$ cat config.mk
export PLATFORM = sky130hd
export DESIGN_NAME = branch_pc_unit
export DESIGN_NICKNAME = d
export VERILOG_FILES = /design/src/rtl/branch_pc_unit.sv
export SDC_FILE = /design/constraint.sdc
export NUM_CORES = 1
export LEC_CHECK = 0
export BUFFER_PORTS_ARGS = -buffer_cell sky130_fd_sc_hd__buf_2
export CORE_ASPECT_RATIO = 0.6
export CORE_MARGIN = 2
export CORE_UTILIZATION = 56
export CTS_CLUSTER_DIAMETER = 100
export DETAILED_ROUTE_END_ITERATION = 8
export PLACE_DENSITY = 0.88
export SYNTH_ARGS = -nofsm -noshare
export SYNTH_HDL_FRONTEND = slang
export SYNTH_SLANG_ARGS = --single-unit
$ cat constraint.sdc
create_clock -name clk -period 6.68 [get_ports clk]
set_input_delay 0.668 -clock clk [delete_from_list [all_inputs] [get_ports clk]]
set_output_delay 0.668 -clock clk [all_outputs]
set_load 0.1 [all_outputs]
$ cat src/rtl/branch_pc_unit.sv
// Program counter and branch resolution for the KGP miniRISC datapath.
// Holds PC and carry flag. Selects sequential, PC-relative or register-indirect next PC on each commit.
module branch_pc_unit #(
    parameter logic [31:0] RESET_PC = 32'h0000_0000
) (
    input  logic        clk,
    input  logic        rst,
    input  logic        en,
    input  logic [2:0]  CondJump,
    input  logic        UncondJump,
    input  logic [1:0]  AddrSel,
    input  logic [25:0] imm26,
    input  logic [15:0] imm16,
    input  logic [31:0] rs_data,
    input  logic        carry_in,
    input  logic        carry_we,
    output logic [31:0] pc,
    output logic [31:0] pc_plus4,
    output logic        carry_flag,
    output logic        branch_taken,
    output logic        align_err
);

    logic [31:0] pc_q, pc_d;
    logic        carry_q, carry_d;
    logic        taken_q, taken_d;
    logic        align_q, align_d;

    logic [31:0] off26, off16, target, next_pc;
    logic        cond, taken, misalign;

    assign pc_plus4 = pc_q + 32'd4;
    assign off26    = {{4{imm26[25]}}, imm26, 2'b00};
    assign off16    = {{14{imm16[15]}}, imm16, 2'b00};

    always_comb begin
        target = pc_plus4;
        case (AddrSel)
            2'b00:   target = pc_q + off26;
            2'b01:   target = {rs_data[31:2], 2'b00};
            2'b10:   target = pc_q + off16;
            default: target = pc_plus4;
        endcase
    end

    // Carry conditions read the stored flag, never the same-cycle carry_in.
    always_comb begin
        cond = 1'b0;
        case (CondJump)
            3'b001:  cond = rs_data[31];
            3'b010:  cond = (rs_data == 32'd0);
            3'b011:  cond = (rs_data != 32'd0);
            3'b100:  cond = carry_q;
            3'b101:  cond = ~carry_q;
            default: cond = 1'b0;
        endcase
    end

    assign taken    = UncondJump | cond;
    assign next_pc  = taken ? target : pc_plus4;
    assign misalign = taken && (AddrSel == 2'b01) && (rs_data[1:0] != 2'b00);

    always_comb begin
        pc_d    = pc_q;
        carry_d = carry_q;
        taken_d = 1'b0;
        align_d = align_q;
        if (en) begin
            pc_d    = next_pc;
            taken_d = taken;
            align_d = align_q | misalign;
            if (carry_we) begin
                carry_d = carry_in;
            end
        end
    end

    always_ff @(posedge clk) begin
        if (rst) begin
            pc_q    <= RESET_PC;
            carry_q <= 1'b0;
            taken_q <= 1'b0;
            align_q <= 1'b0;
        end else begin
            pc_q    <= pc_d;
            carry_q <= carry_d;
            taken_q <= taken_d;
            align_q <= align_d;
        end
    end

    assign pc           = pc_q;
    assign carry_flag   = carry_q;
    assign branch_taken = taken_q;
    assign align_err    = align_q;

endmodule

# Word-level counts from Yosys, hierarchy flattened
# Cells that the tools add are included.
# classes
addsub	3
n_eq_ne	7
n_mux	3
n_bitwise	4
reduce_logical	8
# ops
op	count
$pmux W32 S3	1
$add A32 B32 Y32	2
$add A32 B3 Y32 const B	1
$logic_not A32 Y1	1
$mux W32	1
$reduce_bool A32 Y1	1
$eq A3 B2 Y1 const B	2
$eq A3 B3 Y1 const B	2
$pmux W1 S5	1
$eq A3 B1 Y1 const B	1
$eq A2 B1 Y1 const B	1
$eq A2 B2 Y1 const B	1
$logic_and A1 B1 Y1	2
$logic_not A2 Y1	1
$not A1 Y1	2
$or A1 B1 Y1	2
$reduce_and A2 Y1	1
$reduce_bool A2 Y1	1
$reduce_or A2 Y1	1
# totals
regBits	35
input_bits	85
out_inout_bits	67
word_cells	29

# Logic depth before layout (Yosys ltp)
# Gate-level depths: netlist of the first run.
# depth
word_depth	6
mapped_depth	15
ltp_nobuf	13

# Least setup slack after synthesis of the first run
# No wires, ideal clock.
# synth_timing
path_kind	register to output
start	register pc_q[3] (netlist: pc[3])
end	output port pc_plus4[22]
arrival_time_ns	3.912
required_time_ns	6.012
path_slack_ns	2.100
path_stages_with_launch	8
path_buffers	0
path_cell_list	dfxtp_1 > ha_1 > nand3_1 > nor4_4 > and2_4 > nand3_2 > nor2_1 > xor2_1
# synth_via
elab_chain_cells	1
# synth_lines
item	line	source
from (decl)	24	logic [31:0] pc_q, pc_d;
from (signal assigned)	85	pc_q <= pc_d;
$add A32 B3 Y32	32	assign pc_plus4 = pc_q + 32'd4;
to (decl)	18	output logic [31:0] pc_plus4,
# No other way between the ends.

# Worst setup path after layout of the first run
# layout_timing
start	input port AddrSel[0]
end	register pc_q[27] (netlist: pc[27])
# layout_via
elab_chain_cells	3
word_cells_on_any_way	5
cone_classes	2 x eq/ne; 2 x mux; 1 x reduce/logical
# layout_lines
item	line	source
from (decl)	11	input logic [1:0] AddrSel,
$eq A2 B2 Y1 (tied with other cells)	38	case (AddrSel)
$pmux W32 S3 *	38	
$mux W32 *	60	assign next_pc = taken ? target : pc_plus4;
# Mark *: on every way between the ends. The rest lies on a longest branch, timed or not.
# A chain may end at the register's enable or synchronous reset.

==> insert_results.sql, run 1 <==
INSERT INTO impl_metrics (metric_group, metric, value, unit) VALUES
('drt', 'drtAntennaViolNets', '0', ''),
('drt', 'detail_route.iter0.violations', '783', ''),
('die', 'core', '7387', 'µm²'),
('critical_path', 'critPathCaptureType', 'flop', ''),
('placed_design', 'io_buffer_count', '147', ''),
('die', 'rows', '24', ''),
('grt', 'gr-total-overflow', '0', ''),
('drt', 'route.detailed.drc', '0', ''),
('final_layout', 'final-instance-count-excl-fill', '817', ''),
('power', 'power_density_over_the_cells', '225.2', 'nW/µm²'),
('placed_design', 'pre_cts_ws', '1478', 'ps'),
('grt', 'grt_antenna_before_repair', '1', ''),
('grt', 'grt_pass1_wl', '25.70', 'mm'),
('yosys', 'yosys.area.top_type_share', '0.1520', ''),
('drt', 'drtPass1Iterations', '5', ''),
('final_layout', 'diodes', '0', ''),
('clock_tree', 'cts.clk_slew.worst_paths', '60', 'ps'),
('timing', 'final.period_utilization', '0.7795', ''),
('grt', 'first_global_vias', '4751', ''),
('clock_tree', 'post_cts_buffers', '0', ''),
('yosys', 'synth-simple-area-share', '0.2672', ''),
('die', 'floorplan.die.height', '72.24', 'µm'),
('power', 'post-layout-total-power', '1184', 'µW'),
('timing', 'fin_hold_ws', '449.9', 'ps'),
('yosys', 'synth_seq_area_share', '0.1520', ''),
('timing', 'setup_viol', '0', ''),
('placed_design', 'place.gp.congestion', '1.026', ''),
('timing', 'worst_slew_pin_slew', '1194', 'ps'),
('timing', 'timing.setup.tns', '0', 'ps'),
('clock_tree', 'tritoncts', 'built', ''),
('yosys', 'synth_top_cells_by_count', '84 x sky130_fd_sc_hd__nand2_1, 42 x sky130_fd_sc_hd__a21oi_1, 38 x sky130_fd_sc_hd__nor2_1, 36 x sky130_fd_sc_hd__ha_1, 35 x sky130_fd_sc_hd__o21ai_0', ''),
('clock_tree', 'cts_inserted_buffers', '5', ''),
('power', 'ir_drop', '0.1326', 'mV'),
('yosys', 'synth_area_in_compound_gates', '0.2744', ''),
('final_layout', 'design.final.nets', '834', ''),
('clock_tree', 'clock_tree.htree_level_count', '2', ''),
('flow_run', 'max_cap_viol_count', '0', ''),
('drt', 'avgViaCountPerCell', '6.601', ''),
('clock_tree', 'cts_max_path_buffers', '2', ''),
('yosys', 'synthAdderAreaFrac', '0.1083', ''),
('grt', 'grt_start_max_net_pins', '33', ''),
('yosys', 'synth.area.mux_share', '0.04146', ''),
('grt', 'overall_fraction_of_global_route_tracks_in_use', '0.3805', ''),
('die', 'top_level_ports', '152', ''),
('clock_tree', 'clock_insertion_delay_worst_skew', '280', 'ps'),
('timing', 'setup_slack_of_the_critical_path_after_layout', '1473', 'ps'),
('yosys', 'synth_enable_flop_cells', '0', ''),
('placed_design', 'detailedPlacementHpwl', '12.57', 'mm'),
('run_status', 'run_status', 'complete, no violations', ''),
('yosys', 'yosys_register_bits', '33', ''),
('min_path', 'worst_hold_path.num_cells', '2', ''),
('die', 'floorplan.die.width', '117.7', 'µm'),
('drt', 'route.final.wire_length', '16.72', 'mm'),
('drt', 'vias', '5393', ''),
('final_layout', 'layout-drive-gt1-share', '0.2679', ''),
('die', 'floorplan.initialDensity', '0.5882', ''),
('critical_path', 'timing.critical_path.fanout_max', '26', ''),
('yosys', 'post_synth.cell_area_avg', '7.454', 'µm²'),
('yosys', 'synth.top_cells.by_area', 'sky130_fd_sc_hd__dfxtp_1 15%, sky130_fd_sc_hd__ha_1 10%, sky130_fd_sc_hd__nand2_1 7.3%, sky130_fd_sc_hd__xnor2_1 6.4%, sky130_fd_sc_hd__a21oi_1 4.8%', ''),
('yosys', 'synth_most_common_cell', 'sky130_fd_sc_hd__nand2_1', ''),
('clock_tree', 'clock-sinks', '33', ''),
('yosys', 'synth-async-reset-ratio', '0', ''),
('timing', 'slew_headroom', '0.2039', ''),
('critical_path', 'required', '6840', 'ps'),
('yosys', 'combinational_family_with_the_most_area_after_synthesis', 'compound AO/OA/AOI/OAI gates', ''),
('final_layout', 'syn2layout_area_growth', '20.96', '%'),
('critical_path', 'r2r_cells', '9', ''),
('timing', 'period_needed', '5207', 'ps'),
('critical_path', 'timing_worst_setup_path_type', 'in2reg', ''),
('timing', 'report.final.hold_viol_count', '0', ''),
('power', 'p_leak', '0.002574', 'µW');
## per-stage QoR
stage | instance area, µm² | utilization
global route | 5256 | 0.7116
global placement | 5084 | 0.6882
finish | 5256 | 0.7116
detailed placement | 5084 | 0.6882
floorplan | 4357 | -
CTS | 5256 | 0.7116
## worst max-delay path, cell delays in order
cell and delay (ps):
sky130_fd_sc_hd__buf_2 360, sky130_fd_sc_hd__clkinv_1 380, sky130_fd_sc_hd__nand2_1 960, sky130_fd_sc_hd__mux2_2 460, sky130_fd_sc_hd__ha_1 300, sky130_fd_sc_hd__a21oi_1 90, sky130_fd_sc_hd__nand4b_1 240, sky130_fd_sc_hd__a21oi_1 290
sky130_fd_sc_hd__o21ai_0 210, sky130_fd_sc_hd__a21oi_1 670, sky130_fd_sc_hd__mux2_2 440, sky130_fd_sc_hd__a22oi_1 180, sky130_fd_sc_hd__o22ai_1 100
## kinds of logic (layout without fill, tap and decap cells)
family | after synthesis | count (layout)
and+or+nand+nor | 223 | 223
other | 1 | 4
adders and majority gates | 37 | 37
DFF | 33 | 33
muxes | 16 | 16
xor gates and xnor gates | 53 | 53
AOI/OAI and AO/OA | 178 | 178
buffers and inverters | 42 | 169
## path summary, 6_finish.rpt
check / end / from / slack (ps)
min: align_err / align_err / 450
max reg2reg: pc[27] / pc[2] / 3490
min reg2reg: align_err / align_err / 450
max: pc[27] / AddrSel[0] / 1470
## sequential cells by signal (all words and copies together), names as in the netlist
signal and count:
pc 30, align_err 1, branch_taken 1, carry_flag 1
## report_power, final
group	leakage [µW]	switching (µW)	internal, µW
Combinational	0.00222	481	171
Clock	0.0000841	95.9	187
Sequential	0.000272	35.2	214
Total	0.00257	612	572
## layout make-up
class                      instances  area (µm²)  share of cell area
clock inverter                     1       30.03            0.005713
multi-input combinational        511        3505              0.6667
sequential                        33       660.6              0.1257
inverter                          14       52.55            0.009998
tap                              104       130.1             0.02476
timing repair buffer             147       735.7              0.1400
clock buffer                       7       142.6             0.02714
## placed cells by master, fill, tap and decap left out, types with 22 or more instances in the layout
cell	synthesis	final
sky130_fd_sc_hd__buf_2	3	147
sky130_fd_sc_hd__a21oi_1	42	42
sky130_fd_sc_hd__nand3_1	23	23
sky130_fd_sc_hd__nand2_1	84	84
sky130_fd_sc_hd__dfxtp_1	33	33
sky130_fd_sc_hd__ha_1	36	36
sky130_fd_sc_hd__a21o_1	22	22
sky130_fd_sc_hd__xnor2_1	32	32
sky130_fd_sc_hd__nor2_1	38	38
sky130_fd_sc_hd__o21ai_0	35	35
## routing by layer
metal / GRT usage / up-vias / share of wire
met5: 0 / - / 0
met4: 0.1151 / 0 / 0.021
met3: 0.09513 / 47 / 0.15
met2: 0.5407 / 453 / 0.39
met1: 0.5628 / 2474 / 0.44
li1: - / 2419 / -
Power figures use the tool's default switching activity.
==> run 2: changes to the inputs <==
- CORE_UTILIZATION: 56 -> 52
- PLACE_DENSITY: 0.88 -> 0.83
- clock period: 6.68 -> 5.2 ns (I/O delays scaled with it)
==> run 2 against run 1 <==
Effect of this change:
- global-route usage is 0.70 points lower
- final area is 0.71% higher
- routed wire length grew 3.2%
==> insert_results.sql, run 2 (same netlist as run 1, synthesis figures left out) <==
INSERT INTO impl_metrics (metric_group, metric, value, unit) VALUES
('run_status', 'run_status', 'complete, no violations', ''),
('clock_tree', 'postCtsResizedCells', '0', ''),
('die', 'floorplan.die.height', '74.81', 'µm'),
('grt', 'grt_antenna_before_repair', '1', ''),
('critical_path', 'worst_r2r_endpoint', 'pc[26]', ''),
('grt', 'gr-total-overflow', '0', ''),
('clock_tree', 'holdBufCountCts', '0', ''),
('critical_path', 'required', '5370', 'ps'),
('final_layout', 'final_common_cell', 'sky130_fd_sc_hd__buf_2', ''),
('timing', 'max_freq', '0.2402', 'GHz'),
('timing', 'slew_headroom', '0.3790', ''),
('timing', 'final.period_utilization', '0.8006', ''),
('die', 'die_area', '9128', 'µm²'),
('power', 'power_density_over_the_cells', '281.4', 'nW/µm²'),
('critical_path', 'cp_slowest_stage_delay', '650', 'ps'),
('drt', 'route.final.wire_length', '17.25', 'mm'),
('timing', 'finClkSkew', '5.095', 'ps'),
('clock_tree', 'cts_max_path_buffers', '2', ''),
('critical_path', 'timing.critical_path.arrival', '4330', 'ps'),
('critical_path', 'worstReg2RegStart', 'pc[2]', ''),
('min_path', 'worst_hold_path.num_cells', '2', ''),
('critical_path', 'critical-path-top-delay-family', 'compound AO/OA/AOI/OAI gates', ''),
('critical_path', 'timing_worst_setup_path_type', 'in2reg', ''),
('die', 'floorplan.die.width', '122.0', 'µm'),
('clock_tree', 'cts_root_buf', 'sky130_fd_sc_hd__clkbuf_16', ''),
('drt', 'avgViaCountPerCell', '6.470', ''),
('die', 'floorplan.initialDensity', '0.5448', ''),
('drt', 'drtPass1Iterations', '5', ''),
('critical_path', 'r2r_cells', '9', ''),
('grt', 'grt_pass1_wl', '25.92', 'mm'),
('final_layout', 'layout-drive-gt1-share', '0.2754', ''),
('power', 'p_leak', '0.002599', 'µW'),
('drt', 'drtAntennaViolNets', '0', ''),
('final_layout', 'design.final.nets', '840', ''),
('timing', 'report.final.hold_viol_count', '0', ''),
('flow_run', 'max_cap_viol_count', '0', ''),
('die', 'rows', '25', ''),
('placed_design', 'place.gp.congestion', '0.9938', ''),
('drt', 'vias', '5357', ''),
('placed_design', 'postPlaceCellArea', '5134', 'µm²'),
('die', 'core', '7976', 'µm²'),
('grt', 'first_global_vias', '4880', ''),
('critical_path', 'r2r_setup_slk', '1780', 'ps'),
('drt', 'wire_per_inst', '20.83', 'µm'),
('die', 'top_level_ports', '152', ''),
('clock_tree', 'cts.clk_slew.worst_paths', '60', 'ps'),
('timing', 'rsz0062_at_grt', 'false', ''),
('power', 'ir_drop', '0.1712', 'mV'),
('drt', 'detail_route.iter0.violations', '593', ''),
('final_layout', 'largest_register_ff_count', '30', ''),
('timing', 'maxSlewViolCount', '0', ''),
('clock_tree', 'clock_tree.htree_level_count', '2', ''),
('clock_tree', 'clock_insertion_delay_worst_skew', '290', 'ps'),
('clock_tree', 'post_cts_buffers', '0', ''),
('placed_design', 'io_buffer_count', '147', ''),
('drt', 'route.detailed.drc', '0', ''),
('clock_tree', 'clock-sinks', '33', ''),
('critical_path', 'critPathCaptureType', 'flop', ''),
('placed_design', 'detailedPlacementHpwl', '13.23', 'mm'),
('critical_path', 'slowest_stage', 'sky130_fd_sc_hd__a21oi_1', ''),
('grt', 'overall_fraction_of_global_route_tracks_in_use', '0.3735', ''),
('final_layout', 'syn2layout_area_growth', '21.83', '%'),
('timing', 'setup_slack_of_the_critical_path_after_layout', '1037', 'ps'),
('final_layout', 'postLayoutCellArea', '5294', 'µm²'),
('placed_design', 'pre_cts_ws', '894.3', 'ps'),
('timing', 'timing.setup.tns', '0', 'ps'),
('final_layout', 'layout_common_cells', '147 x sky130_fd_sc_hd__buf_2, 84 x sky130_fd_sc_hd__nand2_1, 42 x sky130_fd_sc_hd__a21oi_1', ''),
('critical_path', 'cp-start-kind', 'primary input', ''),
('critical_path', 'crit_chain', 'buf_2 > clkinv_1 > nand2_1 > buf_4 > mux2_2 > ha_1 > and2_1 > nand3_1 > a21oi_1 > o21ai_0 > a21oi_1 > nand4_1 > nand4_1 > or3b_1', ''),
('clock_tree', 'tritoncts', 'built', ''),
('grt', 'grt_start_max_net_pins', '33', ''),
('timing', 'fin_hold_ws', '452.4', 'ps'),
('min_path', 'hold_path_startpoint', 'align_err', ''),
('timing', 'setup_viol', '0', ''),
('min_path', 'min-delay-path-class', 'reg2reg', ''),
('critical_path', 'timing.critical_path.fanout_max', '23', ''),
('min_path', 'worstHoldEndpoint', 'align_err', ''),
('timing', 'worst_slew_pin_slew', '923.0', 'ps'),
('clock_tree', 'cts_inserted_buffers', '5', ''),
('critical_path', 'path_buf_inv', '3', ''),
('timing', 'period_needed', '4163', 'ps');
## run 2: changes by cell type in the layout (fill, tap and decap cells not counted), sizes merged
cell	delta
bufinv	-1
clkinv	+1
diode	+1
buf	+6
## run 2: how the worst max path moves through the flow
stage                         to  cells after the start       start
after global placement    pc[30]                     15  AddrSel[0]
after CTS                 pc[29]                     14  AddrSel[0]
after floorplan           pc[22]                      9       pc[3]
after detailed placement  pc[29]                     14  AddrSel[0]
final                     pc[29]                     14  AddrSel[0]
after global routing      pc[29]                     14  AddrSel[0]
## run 2: power breakdown
| group | switching (µW) | total (µW) | internal, µW |
|---|---|---|---|
| combinational | 617 | 840 | 223 |
| sequential | 45.3 | 320 | 275 |
| clock | 127 | 330 | 203 |
## run 2: final cells by class
class                      instances  area (µm²)
clock inverter                     1       5.005
tap                              108       135.1
timing repair buffer             153       780.7
inverter                          14       52.55
clock buffer                       7       152.6
multi-input combinational        511        3505
antenna                            1       2.502
fill                             705        2683
sequential                        33       660.6
## run 2: worst register-to-register path, stage by stage (launching register included)
cell and delay (ps):
sky130_fd_sc_hd__dfxtp_1 580, sky130_fd_sc_hd__ha_1 400, sky130_fd_sc_hd__nand3_1 260, sky130_fd_sc_hd__nor4_4 540, sky130_fd_sc_hd__and2_0 440, sky130_fd_sc_hd__nand3_1 150
sky130_fd_sc_hd__xor2_1 240, sky130_fd_sc_hd__a21oi_1 60, sky130_fd_sc_hd__a311oi_1 460, sky130_fd_sc_hd__a211oi_1 130
## run 2: routing by layer
metal,GRT usage,vias up,part of all wire
li1,-,2435,-
met1,0.5477,2475,0.44
met2,0.5295,410,0.40
met3,0.1129,37,0.14
met4,0.09834,0,0.017
met5,0,-,0
## run 2: per-stage QoR
stage,total power [µW],util,instances
after floorplan,965.9,-,586
after global placement,1137,0.6436,819
after detailed placement,1144,0.6436,819
after CTS,1471,0.6634,827
after global routing,1548,0.6634,827
final,1490,0.6637,828
==> run 3: changes to the inputs <==
- ABC_AREA: default -> 1
- CORE_UTILIZATION: 52 -> 49
- PLACE_DENSITY: 0.83 -> 0.79
- clock period: 5.2 -> 3.8 ns (I/O delays scaled with it)
==> run 3 against run 2 <==
Effect of this change:
- flip-flop and latch count stayed put
- count of clock-buffer cells in the layout is 1 lower
- via count is 31% higher
- cell count is 59% higher
- sequential power is 39% higher
- clock skew is 1.8 ps higher
- routed wire length is 23% higher
- clock power is 24% higher
==> insert_results.sql, run 3 <==
INSERT INTO impl_metrics (metric_group, metric, value, unit) VALUES
('final_layout', 'diodes', '0', ''),
('critical_path', 'required', '3420', 'ps'),
('yosys', 'ys.warnings.count', '0', ''),
('grt', 'grt_pass1_wl', '32.71', 'mm'),
('min_path', 'worstHoldEndpoint', 'carry_flag', ''),
('timing', 'maxSlewViolCount', '0', ''),
('yosys', 'synth_top_cells_by_count', '420 x sky130_fd_sc_hd__nand2_1, 164 x sky130_fd_sc_hd__inv_1, 92 x sky130_fd_sc_hd__nor2_1, 66 x sky130_fd_sc_hd__nand3_1, 63 x sky130_fd_sc_hd__a21oi_1', ''),
('drt', 'wire_per_inst', '16.06', 'µm'),
('die', 'rows', '29', ''),
('yosys', 'synth.cell_area', '5428', 'µm²'),
('clock_tree', 'cts.clk_slew.worst_paths', '60', 'ps'),
('grt', 'grt_antenna_before_repair', '0', ''),
('final_layout', 'design.final.nets', '1301', ''),
('run_status', 'run_status', 'complete, no violations', ''),
('drt', 'route.detailed.drc', '0', ''),
('final_layout', 'largest_register_ff_count', '30', ''),
('yosys', 'ys_types', '38', ''),
('drt', 'drtAntennaViolNets', '0', ''),
('clock_tree', 'clock_insertion_delay_worst_skew', '290', 'ps'),
('drt', 'route.final.wire_length', '21.19', 'mm'),
('clock_tree', 'holdBufCountCts', '0', ''),
('critical_path', 'timing_worst_setup_path_type', 'reg2out', ''),
('final_layout', 'layout_common_cells', '420 x sky130_fd_sc_hd__nand2_1, 164 x sky130_fd_sc_hd__inv_1, 147 x sky130_fd_sc_hd__buf_2', ''),
('yosys', 'yosysTopAreaCell', 'sky130_fd_sc_hd__nand2_1', ''),
('die', 'die_area', '11960', 'µm²'),
('min_path', 'hold_path_startpoint', 'carry_we', ''),
('final_layout', 'fillCellCount', '1141', ''),
('yosys', 'synth_most_common_cell', 'sky130_fd_sc_hd__nand2_1', ''),
('timing', 'report.final.hold_viol_count', '0', ''),
('yosys', 'yosys_register_bits', '33', ''),
('die', 'top_level_ports', '152', ''),
('timing', 'rsz0062_at_grt', 'false', ''),
('final_layout', 'multiInputGateArea', '4051', 'µm²'),
('power', 'power_density_over_the_cells', '326.0', 'nW/µm²'),
('timing', 'period_needed', '3107', 'ps'),
('critical_path', 'r2r_cells', '16', ''),
('final_layout', 'final_common_cell', 'sky130_fd_sc_hd__nand2_1', ''),
('flow_run', 'max_cap_viol_count', '0', ''),
('clock_tree', 'cts_inserted_buffers', '5', ''),
('timing', 'setup_viol', '0', ''),
('clock_tree', 'post_cts_buffers', '0', ''),
('critical_path', 'critPathCaptureType', 'primary output', ''),
('yosys', 'post_synth.cell_area_avg', '5.199', 'µm²'),
('clock_tree', 'clock-sinks', '33', ''),
('timing', 'final.period_utilization', '0.8177', ''),
('grt', 'overall_fraction_of_global_route_tracks_in_use', '0.3482', ''),
('min_path', 'worst_hold_path.num_cells', '3', ''),
('die', 'core', '10670', 'µm²'),
('yosys', 'yosys.area.top_type_share', '0.2905', ''),
('final_layout', 'syn2layout_area_growth', '18.17', '%'),
('drt', 'vias', '7033', ''),
('drt', 'drtPass1Iterations', '6', ''),
('clock_tree', 'cts_max_path_buffers', '2', ''),
('placed_design', 'io_buffer_count', '147', ''),
('grt', 'gr-total-overflow', '0', ''),
('grt', 'grt_start_max_net_pins', '33', ''),
('min_path', 'min-delay-path-class', 'in2reg', ''),
('power', 'p_leak', '0.003807', 'µW'),
('timing', 'finClkSkew', '6.940', 'ps'),
('critical_path', 'timing.critical_path.fanout_max', '8', ''),
('yosys', 'synth.top_cells.by_area', 'sky130_fd_sc_hd__nand2_1 29%, sky130_fd_sc_hd__dfxtp_1 12%, sky130_fd_sc_hd__inv_1 11%, sky130_fd_sc_hd__ha_1 8.3%, sky130_fd_sc_hd__nor2_1 6.4%', ''),
('placed_design', 'place.gp.congestion', '1.035', ''),
('yosys', 'synth_enable_flop_cells', '0', ''),
('die', 'floorplan.die.height', '85.53', 'µm'),
('placed_design', 'detailedPlacementHpwl', '17.26', 'mm'),
('timing', 'max_freq', '0.3218', 'GHz'),
('yosys', 'dominantRegCellSynth', 'sky130_fd_sc_hd__dfxtp_1', ''),
('yosys', 'synth_seq_area_share', '0.1217', ''),
('clock_tree', 'cts_root_buf', 'sky130_fd_sc_hd__clkbuf_16', ''),
('timing', 'setup_slack_of_the_critical_path_after_layout', '692.7', 'ps'),
('yosys', 'synthCells', '1044', ''),
('power', 'ir_drop', '0.2665', 'mV'),
('clock_tree', 'postCtsResizedCells', '0', ''),
('grt', 'first_global_vias', '6151', ''),
('critical_path', 'timing.critical_path.arrival', '2730', 'ps'),
('critical_path', 'worstReg2RegStart', 'pc[2]', ''),
('placed_design', 'pre_cts_ws', '716.4', 'ps'),
('die', 'floorplan.initialDensity', '0.5088', ''),
('drt', 'avgViaCountPerCell', '5.332', ''),
('die', 'floorplan.die.width', '139.9', 'µm'),
('final_layout', 'final-seq-area', '660.6', 'µm²'),
('critical_path', 'r2r_setup_slk', '1280', 'ps'),
('critical_path', 'worst_r2r_endpoint', 'pc[18]', ''),
('timing', 'timing.setup.tns', '0', 'ps'),
('timing', 'slew_headroom', '0.2799', ''),
('drt', 'detail_route.iter0.violations', '745', ''),
('timing', 'worst_slew_pin_slew', '1079', 'ps'),
('final_layout', 'layout-drive-gt1-share', '0.1602', ''),
('yosys', 'synth-async-reset-ratio', '0', ''),
('critical_path', 'cp-start-kind', 'flop', ''),
('clock_tree', 'tritoncts', 'built', ''),
('clock_tree', 'clock_tree.htree_level_count', '2', '');
[run 3: area by class of cell]
class / count / area share
Clock inverter: 2 / 0.001561
Timing Repair Buffer: 150 / 0.1182
Clock buffer: 6 / 0.02009
Sequential cell: 33 / 0.1030
Tap cell: 139 / 0.02712
Inverter: 168 / 0.09832
Multi-Input combinational cell: 821 / 0.6317
[run 3: logic make-up after synthesis]
kind of cell / synth area share
xor+xnor: 0.05118
fa+ha+maj: 0.08668
other cells: 0.0006909
flops: 0.1217
buf+inv: 0.1422
compound gates: 0.1090
simple gates: 0.4885
[run 3: power breakdown]
part           total (µW)  internal, µW  leakage (µW)  switching, µW
logic                1240           296       0.00346            941
registers             444           375      0.000273           69.5
clock network         409           241     0.0000706            168
total                2090           912       0.00381           1180
[run 3: critical path, cell delays in order, from the launching register on]
cell and delay [ps]:
sky130_fd_sc_hd__dfxtp_1 550, sky130_fd_sc_hd__ha_1 270, sky130_fd_sc_hd__nand3_2 240, sky130_fd_sc_hd__nor2_4 280, sky130_fd_sc_hd__nand4_2 130, sky130_fd_sc_hd__nor2_2 210, sky130_fd_sc_hd__nand2_1 120, sky130_fd_sc_hd__xnor2_2 180
sky130_fd_sc_hd__buf_2 460
[run 3: worst max-delay path by stage]
stage,startpoint,cells past startpoint,to
floorplan,pc[3],8,pc[26]
global placement,AddrSel[0],21,pc[18]
detailed placement,AddrSel[0],21,pc[18]
CTS,pc[2],8,pc_plus4[20]
global route,pc[2],8,pc_plus4[28]
finish,pc[2],8,pc_plus4[20]
[run 3: per-layer routing]
metal / global-route usage / vias to the layer above / wire length [µm]
met2: 0.5033 / 460 / 8338
met3: 0.08766 / 20 / 2959
met1: 0.5315 / 3050 / 9688
met5: 0 / - / 0
met4: 0.04364 / 0 / 201
li1: - / 3503 / -
[run 3: metrics by stage]
step	instance area [µm²]	total power (µW)	instances	utilization	hold WS [ps]
finish	6414	2091	1319	0.6012	368.3
global route	6414	2215	1319	0.6012	393.4
CTS	6414	2064	1319	0.6012	362.5
detailed placement	6275	1662	1311	0.5882	456.4
global placement	6275	1654	1311	0.5882	448.3
floorplan	5484	1385	1047	-	452.4
